## src/rtl/apu_timing_pkg.sv

```systemverilog
// Shared timing constants for the APU frame scheduler.
// Step masks use bit n for sequencer step n; the constants are the
// default divisors and increments for a 12.288 MHz ac97_bitclk.
package apu_timing_pkg;

  // Steps on which each channel timing event fires
  localparam logic [7:0] LEN_STEP_MASK   = 8'b0101_0101;
  localparam logic [7:0] SWEEP_STEP_MASK = 8'b0100_0100;
  localparam logic [7:0] ENV_STEP_MASK   = 8'b1000_0000;

  // 12.288 MHz / 512 Hz frame-sequencer rate
  localparam int FRAME_DIV = 24000;

  // Modulo accumulators: 12.288 MHz * INC / MOD gives the strobe rate
  localparam int NCO_MOD   = 375;
  localparam int NCO_INC12 = 4;
  localparam int NCO_INC3  = 2;

endpackage

```

## src/rtl/apu_nco_tick.sv

```systemverilog
// Modulo accumulator that emits a one-cycle tick whenever the running sum
// crosses MOD, giving an average rate of f_clk * INC / MOD with no drift.
// Only reset clears the accumulator; nothing else disturbs its phase.
module apu_nco_tick #(
  parameter int MOD = 375,
  parameter int INC = 4
) (
  input  logic ac97_bitclk,
  input  logic reset,
  output logic tick
);

  localparam int W = $clog2(MOD + INC);

  logic [W-1:0] acc;
  logic [W-1:0] sum;

  // Candidate next value before the modulo fold
  always_comb begin
    sum = acc + W'(INC);
  end

  // Fold the sum back into range and flag the crossing as a tick
  always_ff @(posedge ac97_bitclk) begin
    if (reset) begin
      acc  <= '0;
      tick <= 1'b0;
    end else if (sum >= W'(MOD)) begin
      acc  <= sum - W'(MOD);
      tick <= 1'b1;
    end else begin
      acc  <= sum;
      tick <= 1'b0;
    end
  end

endmodule

```

## src/rtl/apu_frame_scheduler.sv

```systemverilog
// Single-clock timing scheduler for the sound channels. Every channel
// timing event is a one-cycle enable pulse in the ac97_bitclk domain.
// Define APU_FRAME_SCHED_FASTSIM_EN to divide the frame divisor by 1000
// so simulations reach envelope steps quickly; leave it undefined for
// synthesis.
module apu_frame_scheduler
  import apu_timing_pkg::LEN_STEP_MASK,
         apu_timing_pkg::SWEEP_STEP_MASK,
         apu_timing_pkg::ENV_STEP_MASK;
#(
  parameter int FRAME_DIV = apu_timing_pkg::FRAME_DIV,
  parameter int NCO_MOD   = apu_timing_pkg::NCO_MOD,
  parameter int NCO_INC12 = apu_timing_pkg::NCO_INC12,
  parameter int NCO_INC3  = apu_timing_pkg::NCO_INC3
) (
  input  logic       ac97_bitclk,
  input  logic       reset,
  input  logic       master_sound_enable,
  input  logic       seq_resync,
  output logic       frame_tick,
  output logic       length_tick,
  output logic       sweep_tick,
  output logic       env_tick,
  output logic       freq12_tick,
  output logic       freq3_tick,
  output logic [2:0] step
);

`ifdef APU_FRAME_SCHED_FASTSIM_EN
  localparam int EFF_DIV = FRAME_DIV / 1000;
`else
  localparam int EFF_DIV = FRAME_DIV;
`endif

  localparam int PW = (EFF_DIV > 1) ? $clog2(EFF_DIV) : 1;
  localparam logic [PW-1:0] PRESC_LAST = PW'(EFF_DIV - 1);

  logic [PW-1:0] prescaler;

  // Frame sequencer: prescaler wrap executes the current step and advances it;
  // a disabled master or a resync holds/restarts the sequence at step 0
  always_ff @(posedge ac97_bitclk) begin
    if (reset || !master_sound_enable || seq_resync) begin
      prescaler   <= '0;
      step        <= 3'd0;
      frame_tick  <= 1'b0;
      length_tick <= 1'b0;
      sweep_tick  <= 1'b0;
      env_tick    <= 1'b0;
    end else if (prescaler == PRESC_LAST) begin
      prescaler   <= '0;
      step        <= step + 3'd1;
      frame_tick  <= 1'b1;
      length_tick <= LEN_STEP_MASK[step];
      sweep_tick  <= SWEEP_STEP_MASK[step];
      env_tick    <= ENV_STEP_MASK[step];
    end else begin
      prescaler   <= prescaler + PW'(1);
      frame_tick  <= 1'b0;
      length_tick <= 1'b0;
      sweep_tick  <= 1'b0;
      env_tick    <= 1'b0;
    end
  end

  apu_nco_tick #(
    .MOD (NCO_MOD),
    .INC (NCO_INC12)
  ) u_nco12 (
    .ac97_bitclk (ac97_bitclk),
    .reset       (reset),
    .tick        (freq12_tick)
  );

  apu_nco_tick #(
    .MOD (NCO_MOD),
    .INC (NCO_INC3)
  ) u_nco3 (
    .ac97_bitclk (ac97_bitclk),
    .reset       (reset),
    .tick        (freq3_tick)
  );

endmodule
```

## config.mk

```make
export PLATFORM = sky130hd
export DESIGN_NAME = apu_frame_scheduler
export DESIGN_NICKNAME = d
export VERILOG_FILES = /design/src/rtl/apu_timing_pkg.sv /design/src/rtl/apu_nco_tick.sv /design/src/rtl/apu_frame_scheduler.sv
export SDC_FILE = /design/constraint.sdc
export NUM_CORES = 1
export LEC_CHECK = 0
export CAP_MARGIN = 25
export CORE_UTILIZATION = 63
export DETAILED_ROUTE_END_ITERATION = 8
export PLACE_DENSITY = 0.84
export SYNTH_ARGS = -nofsm -noshare
export SYNTH_HDL_FRONTEND = slang
export SYNTH_SLANG_ARGS = --single-unit
```

## constraint.sdc

```tcl
create_clock -name ac97_bitclk -period 4.5 [get_ports ac97_bitclk]
set_clock_uncertainty 0.05 [all_clocks]
set_input_delay 0.45 -clock ac97_bitclk [delete_from_list [all_inputs] [get_ports ac97_bitclk]]
set_output_delay 0.45 -clock ac97_bitclk [all_outputs]
set_load 0.01 [all_outputs]
```

Word-level counts from Yosys, hierarchy flattened

Memories as Yosys holds them, arrays and structs flattened. A register that Yosys moved wholly into a read port is not among the register bits.
Index checks and enable logic that the tools add are counted.

Register bits: 39
Bits in read-only memories: 24
Input bits: 4
Output and inout port bits: 9
Logic and storage cells: 30
Memories: 3

Add/sub/neg operators: 6
$lt $le $gt $ge: 2
Equality and inequality tests: 1
Mux-type cells: 5
Bitwise logic cells: 1
Reductions and logical operators: 5

Memory list:

| memory          | depth | width | read ports | clocked after memory_dff | wr ports | line                      | RTL |
|---|---|---|---|---|---|---|---|
| (no name shown) | 8     | 1     | 1          | 1                        | 0        | apu_frame_scheduler.sv:56 | `env_tick <= ENV_STEP_MASK[step];` |
| (no name shown) | 8     | 1     | 1          | 1                        | 0        | apu_frame_scheduler.sv:55 | `sweep_tick <= SWEEP_STEP_MASK[step];` |
| (no name shown) | 8     | 1     | 1          | 1                        | 0        | apu_frame_scheduler.sv:54 | `length_tick <= LEN_STEP_MASK[step];` |

Operator list:

| kind                                                             | count |
|---|---|
| 9-bit greater-or-equal comparator (second input constant)        | 2 |
| 9-bit 2-to-1 mux                                                 | 2 |
| 9-bit subtractor (second input constant)                         | 2 |
| 15-bit by 1-bit adder with 15-bit output (second input constant) | 1 |
| 15-bit == test (second input constant)                           | 1 |
| 9-bit by 2-bit adder with 9-bit output (second input constant)   | 1 |
| 9-bit by 3-bit adder with 9-bit output (second input constant)   | 1 |
| 2-bit OR reduction                                               | 2 |
| 3-bit by 1-bit adder with 3-bit output (second input constant)   | 1 |
| 1-bit 2-to-1 mux                                                 | 3 |
| 1-bit logical OR                                                 | 2 |
| 1-bit zero test                                                  | 1 |
| 1-bit inverter                                                   | 1 |

Depth between registers and ports, before layout

Depth after elaboration: 4
Mapped depth: 9
Gate-level depth less buffers: 8

Modules after synthesis

Synthesis repeated with hierarchy kept, for this count alone.

Cells, all modules: 277
Area, all modules: 2442.3 µm²

By module, submodules not included:

| module                  | times used | cells each | area each (µm²) | seq. area each (µm²) |
|---|---|---|---|---|
| apu_frame_scheduler     | 1          | 100        | 959.7           | 440.4 |
| apu_nco_tick at u_nco3  | 1          | 96         | 825.8           | 200.2 |
| apu_nco_tick at u_nco12 | 1          | 81         | 656.9           | 200.2 |

Worst setup path before layout

No wires, ideal clock.

Path kind: reg-to-reg
From: register u_nco3.acc[1]
To: register u_nco3.acc[3]
Setup time: 0.070 ns
Arrival time: 1.944 ns
Required time: 4.380 ns
Slack: 2.436 ns
Cell stages (with the launch flop): 8
Buffers on the path: 0
Period minus slack after synthesis: 2.064 ns
Cell sequence: dfxtp_1 > ha_1 > nand3_2 > or3_2 > nand2_2 > o211ai_4 > or3_1 > a21oi_1

Cells in the longest elaborated chain, start to end: 3
Elaborated cells between the ends (all ways): 4
Classes of those cells: add/sub: 2; order compare: 1; mux: 1

Ends and longest elaborated chain:

| what                                                                  | line                                   | RTL |
|---|---|---|
| from (decl)                                                           | apu_nco_tick.sv:15                     | `logic [W-1:0] acc;` |
| from (signal assigned)                                                | apu_nco_tick.sv:29                     | `acc <= sum - W'(MOD);` |
| from (signal assigned)                                                | apu_nco_tick.sv:32                     | `acc <= sum;` |
| 9-bit by 2-bit adder with 9-bit output (*)                            | apu_nco_tick.sv:20                     | `sum = acc + W'(INC);` |
| 9-bit subtractor or 9-bit greater-or-equal comparator (tied branches) | apu_nco_tick.sv:29, apu_nco_tick.sv:28 |  |
| 9-bit 2-to-1 mux (*)                                                  | apu_nco_tick.sv:28                     | `end else if (sum >= W'(MOD)) begin` |

Every way passes the cells marked *; elsewhere a longest branch is shown, timed or not.
A chain may end at the register's enable or synchronous reset.

Final worst setup path

Ends and elaborated chain as after synthesis.

==> metrics.md <==
| Metric | Value |
|---|---|
| Wire length per cell | `12.50 microns` |
| Post-synth EDFFs | `0` |
| Fmax | `0.4272 GHz` |
| HP Start | `prescaler[0]` |
| Critical path's largest stage delay | `520 ps` |
| Final setup vio count | `0` |
| MaxCap Viol Count | `0` |
| Async S/R FF share, synth | `0` |
| Crit path cell chain | `ha_1, nand3_2, or3_2, nand2_2, o211ai_4, or3_1, a21oi_1` |
| Via Count | `1,742` |
| Hold Slack | `431.1 ps` |
| Longest Clk Path Bufs | `2` |
| Antenna Nets Post-Route | `0` |
| DRC Markers | `0` |
| P_leak | `0.8377 nW` |
| Setup crit end kind | `register` |
| Most frequent cells in the layout | `dfxtp_1, nor2_1, nand2_1` |
| Post-Syn Nets | `265` |
| Sequential fraction of the synthesis area | `0.3844` |
| Delay-heaviest family, CP | `simple AND/OR/NAND/NOR gates` |
| GRT overflow | `0` |
| Diodes inserted | `0` |
| Clk pin slew, worst setup/hold paths | `120 ps` |
| Routability congestion estimate from global placement | `0.8451` |
| Largest net degree at the start of global routing | `23` |
| Worst Path Max Fanout | `8` |
| Worst R2R Start | `u_nco3.acc[1]` |
| Final Hold Vio Count | `0` |
| Setup CP Type | `reg -> reg` |
| Worst reg-to-reg path cell count | `7` |
| Share of layout cells above drive strength 1 | `0.08302` |
| Initial antenna violation count | `0` |
| Slew @ Worst Pin | `718.8 ps` |
| Synthesized instance count | `252` |
| Layout area overhead | `9.897%` |
| Synth top area cells | `dfxtp_1, nor2_1, xor2_1` |
| Placeable Area | `3337 sq um` |
| Pwr Total | `665.5 uW` |
| Leading cell type in the layout, fill and taps excluded | `dfxtp_1` |
| Synth unique cells | `49` |
| PD cells | `276.9 nW/um^2` |
| Die Ht | `60.92 microns` |
| Nets@finish | `277` |
| Warnings from Yosys | `0` |
| Peak supply drop | `181.5 uV` |
| Top cell type's share of synthesized area | `0.3844` |
| Htree depth | `2` |
| R2R Path End | `u_nco3.acc[3]` |
| Iter 0 DRT Violations | `85` |
| RSZ-0062 raised after global routing | `false` |
| First-pass GRT wire length | `6216 microns` |
| Vias in the first global route | `1,515` |
| Synth Flop Type | `dfxtp_1` |
| Worst Setup Start Kind | `register` |
| Die Area | `3711 sq um` |
| Site Rows | `21` |
| Final period util | `0.5202` |
| Initial Util | `0.6554` |
| CTS root buf | `clkbuf_4` |
| Slowest CP cell | `or3_2` |
| Port Buf Inserts | `12` |
| Slew HR | `0.5193` |
| Worst Hold Class | `reg -> reg` |
| Max Slew Vio Count | `0` |
| Post-CTS setup buffer count | `0` |
| Buffer and inverter count on the worst path | `0` |
| Number of fill cells in the layout | `289` |
| I/O Pins | `13` |
| Mapped Avg Cell Area | `8.679 sq um` |
| Mapped cell area | `2187 sq um` |
| Worst Hold End | `prescaler[0]` |
| Hold buffers post-CTS | `0` |
| Run status | `finished clean` |
| Hold Path Stages | `1` |
| Number of vias per cell | `5.601` |
| Post-layout min period | `2341 ps` |
| Routed wire length | `3888 microns` |
| CTS tree | `yes` |
| CTS resizes | `0` |
| Die width | `60.92 microns` |
| CTS buffer count | `5` |
| Drt first pass iters | `4` |
| CP arrival | `2580 ps` |
| Hpwl dp | `2752 microns` |
| R2R Setup Slk | `2160 ps` |
| Seq cells post-synth | `42` |
| Critical path required time | `4730 ps` |
| CTS sink count | `42` |
| Setup_tns | `0 ps` |
| Worst-skew pair later-pin latency | `350 ps` |
| Total global-route track usage | `0.2288` |
| Area leader, netlist | `dfxtp_1` |
layout make-up:
cell class / count / area (sq um) / share of cell area
Clock buffer: 6 / 41.29 / 0.01718
Clock inverter: 2 / 37.54 / 0.01562
Inverter: 9 / 33.78 / 0.01406
Multi-Input combinational cell: 194 / 1272 / 0.5294
Sequential cell: 42 / 840.8 / 0.3498
Tap cell: 46 / 57.56 / 0.02395
Timing Repair Buffer: 12 / 120.1 / 0.04997
per-layer routing:
layer / up-vias / global-route usage / wire [microns]
met4: 0 / 0.09740 / 67
met2: 32 / 0.3673 / 1779
met1: 802 / 0.2918 / 1901
met5: - / 0 / 0
met3: 6 / 0.05970 / 140
li1: 902 / - / -
worst reg2reg max path: cells and delay by family, from the launching register on:
family	cells	cell delay, ps
compound gates	2	270
simple gates	4	1160
flops	1	480
fa+ha+maj	1	320
metrics by stage:
| stage | area [sq um] | std cells | setup slack, ps | utilization |
|---|---|---|---|---|
| after floorplan | 2187 | 252 | 2436 | - |
| after global placement | 2325 | 303 | 1895 | 0.6967 |
| after detailed placement | 2325 | 303 | 1867 | 0.6967 |
| after CTS | 2404 | 311 | 2180 | 0.7203 |
| after global routing | 2404 | 311 | 2001 | 0.7203 |
| final | 2404 | 311 | 2159 | 0.7203 |
worst max-delay path by stage:
stage	startpoint	endpoint	depth (start not counted)
4_1_cts	u_nco3.acc[1]	u_nco3.acc[3]	7
5_1_grt	u_nco3.acc[1]	u_nco3.acc[3]	7
3_3_place_gp	reset	prescaler[9]	4
2_1_floorplan	u_nco3.acc[1]	u_nco3.acc[3]	7
3_5_place_dp	reset	prescaler[9]	4
6_report	u_nco3.acc[1]	u_nco3.acc[3]	7
report_power, final:
group	leakage, nW	switching (mW)	internal [mW]
Combinational	0.460	0.0242	0.0174
Sequential	0.340	0.00830	0.377
Clock	0.0385	0.121	0.117
sequential cells by signal, summed over array words and instances, names as in the netlist, 3 cells and up:
name,cells
prescaler,15
u_nco3.acc,9
u_nco12.acc,9
step,3
cell usage after synthesis, types with 2 or more instances:
master,number
dfxtp_1,42
nor2_1,37
nand2_1,18
xor2_1,15
o21ai_0,14
xnor2_1,13
nand3_1,11
ha_1,9
inv_1,9
a21oi_1,8
or3_1,6
and2_1,5
nand4_1,4
nor3_1,4
o211ai_1,4
a21boi_0,3
and3b_1,3
clkbuf_1,3
mux2i_1,3
nand3b_1,3
nor2b_1,3
a2111oi_0,2
a211oi_1,2
a221oi_1,2
a31o_2,2
buf_4,2
nand2b_1,2
nand3_2,2
logic make-up after synthesis:
| logic type | Yosys count | synth area share |
|---|---|---|
| DFF | 42 | 0.3844 |
| and+or+nand+nor | 112 | 0.2746 |
| AOI/OAI and AO/OA | 42 | 0.1299 |
| adders and majority gates | 9 | 0.05149 |
| buffers and inverters | 16 | 0.03375 |
| xor gates and xnor gates | 28 | 0.1121 |
| muxes | 3 | 0.01373 |
No activity file was read; power rests on OpenSTA's default activity.
